### src/rtl/vgg16_pkg.sv
// Shared FP32 field layout, signed-zero constants and pooling geometry for the VGG16 pipeline.
// Contents: fp32_t field struct, FP_POS_ZERO/FP_NEG_ZERO, POOL_SIZE, fp32_is_zero helper.
// No ports; imported by the pooling stage and its comparator.
package vgg16_pkg;

  localparam int FP_SIGN_W = 1;
  localparam int FP_EXP_W  = 8;
  localparam int FP_MAN_W  = 23;
  localparam int FP_WIDTH  = FP_SIGN_W + FP_EXP_W + FP_MAN_W;

  localparam logic [FP_WIDTH-1:0] FP_POS_ZERO = 32'h0000_0000;
  localparam logic [FP_WIDTH-1:0] FP_NEG_ZERO = 32'h8000_0000;

  // Pooling window edge and stride (square, non-overlapping).
  localparam int POOL_SIZE = 2;

  typedef struct packed {
    logic                sign;
    logic [FP_EXP_W-1:0] exp;
    logic [FP_MAN_W-1:0] man;
  } fp32_t;

  // True for both +0 and -0: clearing the sign bit must leave all-zero.
  function automatic logic fp32_is_zero(input fp32_t x);
    logic [FP_WIDTH-1:0] bits;
    bits = x;
    return (bits & ~FP_NEG_ZERO) == FP_POS_ZERO;
  endfunction

endpackage

### src/rtl/fp32_max2.sv
// Combinational FP32 maximum of two operands; the first operand wins ties and +0/-0 are equal.
// Ports: a, b (FP32 operands), y (selected operand, bit-exact copy of a or b).
// NaN/Inf get no special treatment: they order like any other sign-magnitude pattern.
module fp32_max2
  import vgg16_pkg::*;
(
  input  logic [FP_WIDTH-1:0] a,
  input  logic [FP_WIDTH-1:0] b,
  output logic [FP_WIDTH-1:0] y
);

  fp32_t fa;
  fp32_t fb;
  logic  b_greater;

  assign fa = a;
  assign fb = b;

  always_comb begin
    b_greater = 1'b0;
    if (fp32_is_zero(fa) && fp32_is_zero(fb)) begin
      // Signed zeros tie, so the first operand is kept.
      b_greater = 1'b0;
    end else if (fa.sign != fb.sign) begin
      b_greater = ~fb.sign;
    end else if (!fa.sign) begin
      b_greater = {fb.exp, fb.man} > {fa.exp, fa.man};
    end else begin
      // Both negative: the smaller magnitude is the larger value.
      b_greater = {fb.exp, fb.man} < {fa.exp, fa.man};
    end
    y = b_greater ? b : a;
  end

endmodule

### src/rtl/block1_pool_8_channel.sv
// Streaming 2x2 stride-2 FP32 max-pool over 8 parallel channels fed in raster order.
// Ports: clk, reset (sync, active-high), valid_in + data_in0..7 in; data_out0..7, valid_out, done out.
// One pixel per cycle when valid_in is high, no backpressure; pooled result 1 cycle after the odd/odd pixel.
module block1_pool_8_channel
  import vgg16_pkg::*;
#(
  parameter int DATA_WIDTH = 32,
  parameter int IMG_WIDTH  = 20,
  parameter int IMG_HEIGHT = 20
) (
  input  logic                  clk,
  input  logic                  reset,
  input  logic                  valid_in,
  input  logic [DATA_WIDTH-1:0] data_in0,
  input  logic [DATA_WIDTH-1:0] data_in1,
  input  logic [DATA_WIDTH-1:0] data_in2,
  input  logic [DATA_WIDTH-1:0] data_in3,
  input  logic [DATA_WIDTH-1:0] data_in4,
  input  logic [DATA_WIDTH-1:0] data_in5,
  input  logic [DATA_WIDTH-1:0] data_in6,
  input  logic [DATA_WIDTH-1:0] data_in7,
  output logic [DATA_WIDTH-1:0] data_out0,
  output logic [DATA_WIDTH-1:0] data_out1,
  output logic [DATA_WIDTH-1:0] data_out2,
  output logic [DATA_WIDTH-1:0] data_out3,
  output logic [DATA_WIDTH-1:0] data_out4,
  output logic [DATA_WIDTH-1:0] data_out5,
  output logic [DATA_WIDTH-1:0] data_out6,
  output logic [DATA_WIDTH-1:0] data_out7,
  output logic                  valid_out,
  output logic                  done
);

  localparam int NUM_CH = 8;
  localparam int HALF_W = IMG_WIDTH / POOL_SIZE;
  localparam int COL_W  = (IMG_WIDTH  > 1) ? $clog2(IMG_WIDTH)  : 1;
  localparam int ROW_W  = (IMG_HEIGHT > 1) ? $clog2(IMG_HEIGHT) : 1;
  localparam int IDX_W  = (HALF_W     > 1) ? $clog2(HALF_W)     : 1;

  if (DATA_WIDTH != FP_WIDTH) begin : g_bad_data_width
    $error("block1_pool_8_channel: DATA_WIDTH must be 32 (FP32)");
  end
  if ((IMG_WIDTH < POOL_SIZE) || ((IMG_WIDTH % POOL_SIZE) != 0)) begin : g_bad_width
    $error("block1_pool_8_channel: IMG_WIDTH must be even and >= 2");
  end
  if ((IMG_HEIGHT < POOL_SIZE) || ((IMG_HEIGHT % POOL_SIZE) != 0)) begin : g_bad_height
    $error("block1_pool_8_channel: IMG_HEIGHT must be even and >= 2");
  end

  typedef logic [DATA_WIDTH-1:0] word_t;

  word_t din    [NUM_CH];
  word_t pair_q [NUM_CH];
  word_t hmax   [NUM_CH];
  word_t vmax   [NUM_CH];
  word_t dout_q [NUM_CH];
  // Top-row horizontal maxima waiting for their bottom-row partner.
  word_t lb     [NUM_CH][HALF_W];

  logic [COL_W-1:0] col;
  logic [ROW_W-1:0] row;
  logic [IDX_W-1:0] lb_idx;
  logic             col_last;
  logic             row_last;
  logic             odd_col;
  logic             odd_row;
  logic             valid_q;
  logic             done_q;

  assign din[0] = data_in0;
  assign din[1] = data_in1;
  assign din[2] = data_in2;
  assign din[3] = data_in3;
  assign din[4] = data_in4;
  assign din[5] = data_in5;
  assign din[6] = data_in6;
  assign din[7] = data_in7;

  assign lb_idx   = IDX_W'(col >> 1);
  assign col_last = (col == COL_W'(IMG_WIDTH - 1));
  assign row_last = (row == ROW_W'(IMG_HEIGHT - 1));
  assign odd_col  = col[0];
  assign odd_row  = row[0];

  // Horizontal compare: pair register (left pixel) against the incoming right pixel.
  // Vertical compare: buffered top-row result against the bottom-row horizontal max.
  for (genvar ch = 0; ch < NUM_CH; ch++) begin : g_ch
    fp32_max2 u_hmax (
      .a (pair_q[ch]),
      .b (din[ch]),
      .y (hmax[ch])
    );
    fp32_max2 u_vmax (
      .a (lb[ch][lb_idx]),
      .b (hmax[ch]),
      .y (vmax[ch])
    );
  end

  always_ff @(posedge clk) begin
    if (reset) begin
      col     <= '0;
      row     <= '0;
      valid_q <= 1'b0;
      done_q  <= 1'b0;
      for (int ch = 0; ch < NUM_CH; ch++) begin
        pair_q[ch] <= '0;
        dout_q[ch] <= '0;
      end
    end else begin
      valid_q <= 1'b0;
      done_q  <= 1'b0;
      if (valid_in) begin
        if (!odd_col) begin
          for (int ch = 0; ch < NUM_CH; ch++) begin
            pair_q[ch] <= din[ch];
          end
        end else if (odd_row) begin
          for (int ch = 0; ch < NUM_CH; ch++) begin
            dout_q[ch] <= vmax[ch];
          end
          valid_q <= 1'b1;
          done_q  <= row_last && col_last;
        end
        // Row wraps after the frame's last pixel so frames can stream back-to-back.
        if (col_last) begin
          col <= '0;
          row <= row_last ? '0 : row + ROW_W'(1);
        end else begin
          col <= col + COL_W'(1);
        end
      end
    end
  end

  // Kept free of reset so it maps onto plain distributed RAM.
  always_ff @(posedge clk) begin
    if (!reset && valid_in && odd_col && !odd_row) begin
      for (int ch = 0; ch < NUM_CH; ch++) begin
        lb[ch][lb_idx] <= hmax[ch];
      end
    end
  end

  assign data_out0 = dout_q[0];
  assign data_out1 = dout_q[1];
  assign data_out2 = dout_q[2];
  assign data_out3 = dout_q[3];
  assign data_out4 = dout_q[4];
  assign data_out5 = dout_q[5];
  assign data_out6 = dout_q[6];
  assign data_out7 = dout_q[7];
  assign valid_out = valid_q;
  assign done      = done_q;

endmodule

### config.mk
export PLATFORM = sky130hd
export DESIGN_NAME = block1_pool_8_channel
export DESIGN_NICKNAME = d
export VERILOG_FILES = /design/src/rtl/vgg16_pkg.sv /design/src/rtl/fp32_max2.sv /design/src/rtl/block1_pool_8_channel.sv
export SDC_FILE = /design/constraint.sdc
export NUM_CORES = 2
export LEC_CHECK = 0
export CORE_MARGIN = 10
export CORE_UTILIZATION = 35
export DETAILED_ROUTE_END_ITERATION = 8
export SYNTH_ARGS = -nofsm -noshare
export SYNTH_HDL_FRONTEND = slang
export SYNTH_HIERARCHICAL = 1
export SYNTH_SLANG_ARGS = --single-unit
### constraint.sdc
create_clock -name clk -period 33.4 [get_ports clk]
set_input_delay 10.02 -clock clk [delete_from_list [all_inputs] [get_ports clk]]
set_output_delay 10.02 -clock clk [all_outputs]
set_load 0.005 [all_outputs]
# Word level (Yosys, flattened, before mapping)
# Memories as Yosys holds them, arrays and structs flattened.
# Index checks and enable logic that the tools add are counted.
[word_totals] reg_bits=12 latchBits=0 ramBits=3072 mem_bits_ro=0 inputBits=259 out_inout_bits=258 wordCells=275 memories=3
[mem_list] name="lb" words=8 word_bits=320 read_ports=8 rd_ports_with_merged_regs=0 write_ports=8 line_no="block1_pool_8_channel.sv:58" rtl="word_t lb [NUM_CH][HALF_W];"
[mem_list] name="dout_q" words=8 word_bits=32 read_ports=8 rd_ports_with_merged_regs=0 write_ports=8 line_no="block1_pool_8_channel.sv:56" rtl="word_t dout_q [NUM_CH];"
[mem_list] name="pair_q" words=8 word_bits=32 read_ports=8 rd_ports_with_merged_regs=0 write_ports=8 line_no="block1_pool_8_channel.sv:53" rtl="word_t pair_q [NUM_CH];"
[classes] n_addsub=2 n_mul=0 div_mod_pow=0 order_cmp=34 n_eq_ne=18 shift=0 mux=121 bitwise_logic=36 reduce_logical=57
[op_table] operator="$mux 32" n=49
[op_table] operator="$bmux 32 s4" n=8
[op_table] operator="$logic_not 32->1" n=32
[op_table] operator="$gt 31x31->1" n=16
[op_table] operator="$lt 31x31->1" n=16
[op_table] operator="$mux 320" n=1
[op_table] operator="$demux 32 s4" n=1
[op_table] operator="$mux 1" n=60
[op_table] operator="$logic_and 1x1->1" n=21
[op_table] operator="$not 1->1" n=19
[op_table] operator="$ne 1x1->1" n=16
[op_table] operator="$or 1x1->1" n=16
[op_table] operator="$add 5x1->5 const B" n=2
[op_table] operator="$eq 5x5->1 const B" n=2
[op_table] operator="$mux 5" n=2
[op_table] operator="$ge 5x5->1 const B" n=1
[op_table] operator="$lt 5x1->1 const B" n=1
[op_table] operator="$not 4->5" n=1
[op_table] operator="$reduce_or 4->1" n=1
[op_table] operator="$logic_not 1->1" n=2
[op_table] operator="$reduce_and 2->1" n=1

# Logic depth before layout (Yosys ltp)
[depth] depth_word=11 depth_mapped=20 depth_no_buf=19

# Modules after synthesis
# Netlist, hierarchy kept.
[modules_own_cells] module="block1_pool_8_channel" instances=1 cells_each=5523 area_each_um2=115385.7 seq_area_each_um2=92488.7
[modules_own_cells] module="fp32_max2" instances=16 cells_each=172 area_each_um2=1452.6 seq_area_each_um2=0.0

# Least setup slack after synthesis
# Ideal clock, no wire load.
[synth_path] path_type="input to register" from="input port reset" to="memory lb[0][1248] in the netlist's numbering, enable pin" setup_time_ps=1185 t_arrival_ps=27914 required_time_ps=32215 setup_slack_ps=4301 path_stages=4 n_path_buf=1 path_cell_list="clkbuf_1 nor3b_1 nand4bb_1 nor3_1"
[synth_lines] item="start, declared" line_no="block1_pool_8_channel.sv:12" rtl="input logic reset,"
[synth_lines] item="end, declared" line_no="block1_pool_8_channel.sv:58"

==> results.ini <==
[route]
first_pass_iters = 5
drc = 0
wl_mm = 395
ant_nets = 0
vias = 78800
wl_per_cell_um = 27.4
vias_per_cell = 5.46
drtIter0Drc = 7193

[synthesis]
synth_area_um2 = 139000
synthCells = 8275
async_flop_share_pct = 0
synth-adder-area-share_pct = 4.49
syn-mean-instance-area_um2 = 16.8
synth_flop_cell = edfxtp_1
synth_top_family_by_area = multiplexers
synth_xor_area_share_pct = 0.0126
synth_compound_area_share_pct = 4.80
yosys.cell_types.count = 51
synth-simple-area-share_pct = 5.93
yosysSeqAreaShare_pct = 66.7
synth_edf_count = 3072
yosysWarnings = 6
syn-num-nets = 9032
yosys-mux-area-fraction_pct = 15.3
ys_ff_latch = 3084

[worst_setup_path]
cpPeakStageDelay_ps = 960
crit_fanout = 22
worstReg2RegEnd = dout_q[0][48]
crit_slowest_cell = nor4_1
crit_type = in2reg
reg2reg_depth = 19
cp.required_ps = 34050
worst_ep_arrival_time_ps = 16820
path_cells = clkdlybuf4s50_1, nor4_1, nand4_1, nor4_2, nor3_1, o21a_1, nor2_4, buf_4, mux2_4, ha_1, a211oi_1, nor2_1, o31ai_1, a31oi_1, o21a_1, nor2_4, buf_4, mux2_4, nor2b_1
end_kind = flip-flop
rrSetupSlack_ps = 23750
critPathLaunchType = input pin
worstReg2RegStart = col[2]

[timing]
worstMarginPinSlew_ps = 1260
finalHoldViolCount = 0
setup_viol = 0
period_share_pct = 48.4
slew_violations = 0
holdWs_ps = 524
worst_slack_ps = 17220
rsz0062_at_grt = no
skew_ps = 45.5
finalSetupTns_ps = 0
relSlewSlack_pct = 16.1
max_freq_mhz = 61.8
period_minus_slack_ps = 16180

[job]
cap_violations = 0

[die]
die_y_um = 649
io_pins = 517
num_rows = 231
die_w_um = 649
die_area_um2 = 422000
fp.coreArea_um2 = 395000
start_util_pct = 35.1

[cells_and_area]
final_cell_mix = edfxtp_1, inv_1, clkdlybuf4s50_1
fin_cells = 14400
fin_nets = 9652
syn2layout_area_growth_pct = 16.1
drive_above_1_share_pct = 18.5
fillers = 35300
finalInstanceArea_um2 = 161000
layout.cells.most_common = edfxtp_1

[clocking]
cts_root_buf = clkbuf_16
path_clk_slew_ps = 60
cts_buffer_depth = 4
post_cts_buffers = 0
cts_resized = 0
cts_buffers = 340
cts_htree_levels = 5
cts.sinks = 3084
clock_latency_ps = 940
cts_tree = done
cts-hold-fix-buffers = 0

[pwr]
p_comb_share_pct = 13.1
p_clk_share_pct = 39.7
power_density_nw_per_um2 = 58.8
leakage_uw = 0.0547
internal_power_uw = 7130
p_switching_uw = 2330
vdd_drop_max_mv = 0.0424
p_seq_share_pct = 47.2
swShare_pct = 24.7

[grt]
grt_max_degree = 122
grt_pass1_wl_mm = 572
first_global_vias = 81400
grt_usage_pct = 18.0
antenna_found_initial = 20
overflow = 0

[min_path]
whs_endpoint = row[1]
whs_path_depth = 2
min_from = row[1]
min_path_type = reg2reg

[placement]
dp_slack_ps = 16290
gp_congestion = 0.860
port_buffers = 516
dpl_cell_area_um2 = 150000
placed_cells = 13800
dp_hpwl_mm = 238

[status]
status = complete, no violations

[cells by family (layout without fill, tap and decap cells)]
logic type / Yosys count / after routing
flops: 3084 / 3084
other cells: 0 / 6
compound gates: 928 / 928
simple gates: 1345 / 1345
mux: 1521 / 1521
buf+inv: 897 / 1798
fa+ha+maj: 498 / 498
xor+xnor: 2 / 2
[registers in the layout, summed over array words and instances (netlist names)]
| signal | flops |
|---|---|
| valid_out | 1 |
| done | 1 |
| pair_q | 256 |
| lb | 2560 |
| row | 5 |
| dout_q | 256 |
| col | 5 |
[worst max path at each step]
stage	from	end	slack, ps	cells after the start
3_5_place_dp	data_in7[2]	dout_q[1][119]	16290	19
3_3_place_gp	data_in7[2]	dout_q[1][105]	16360	19
5_1_grt	data_in7[2]	dout_q[1][105]	17070	19
6_report	data_in7[2]	dout_q[1][105]	17220	19
4_1_cts	data_in7[2]	dout_q[1][105]	17320	19
2_1_floorplan	reset	lb[0][1248]	4300	4
[area by class of cell]
type                            instances  area [um2]  area share [%]
Multi-Input combinational cell       4294       42400            26.4
Tap cell                             5242        6560            4.08
Antenna cell                            6        15.0         0.00933
Sequential cell                      3084       92500            57.5
Timing Repair Buffer                  647        6390            3.97
Inverter                              528        1980            1.23
Clock inverter                        220        2290            1.42
Clock buffer                          403        8810            5.47
[critical path, delay by kind of cell]
family                     cells  cell delay (ps)
AOI/OAI and AO/OA              5             1240
adders and majority gates      1              310
buffers and inverters          3             1420
muxes                          2              760
and+or+nand+nor                8             3000
[stage by stage]
step,utilization (%),total power [uW]
5_1_grt,40.7,9800
3_5_place_dp,37.9,5780
2_1_floorplan,-,5370
3_3_place_gp,37.9,5750
4_1_cts,40.7,9550
6_report,40.7,9460
[cells in the mapped netlist (all sizes together), types with 2 or more instances]
master  instances  area (um2)
o22ai         256        1600
a31oi          17         106
dfxtp          12         240
o21ai          87         435
nand4         145         907
o31ai          33         248
and3           16         100
ha            498        6230
a221o         256        2560
or3             2        12.5
inv           528        1980
nand4b         17         149
nand3          51         255
mux4          256        5770
and2          384        2400
or4             4        30.0
clkbuf        231         867
a211oi         32         240
o211ai         16         120
a21o           16         120
edfxtp       3072       92200
nand2b          4        25.0
nand3b         16         120
nor2b         149         932
a21oi         166         831
and4b           2        20.0
o21a           32         240
nor4          272        1800
a221oi         16         140
nor3           70         430
mux2          752       10300
nand2          68         255
nor2          121         574
buf           138         991
mux2i         513        5130
nor3b           3        22.5
or3b           17         149
[routing by layer]
layer	wire, um	vias to the layer above	global-route usage (%)
li1	-	34300	-
met1	166000	41400	23.6
met2	196000	2566	31.1
met3	22600	534	2.44
met4	10800	4	4.88
met5	21	-	0
[power by group through the flow]
stage	Combinational (uW)	Sequential, uW	Clock [uW]
floorplan	835	4540	0
global placement	1200	4550	0
detailed placement	1230	4550	0
CTS	1240	4470	3840
global route	1330	4470	4000
finish	1240	4470	3760
Note: power is estimated with default switching activity, not from simulation.
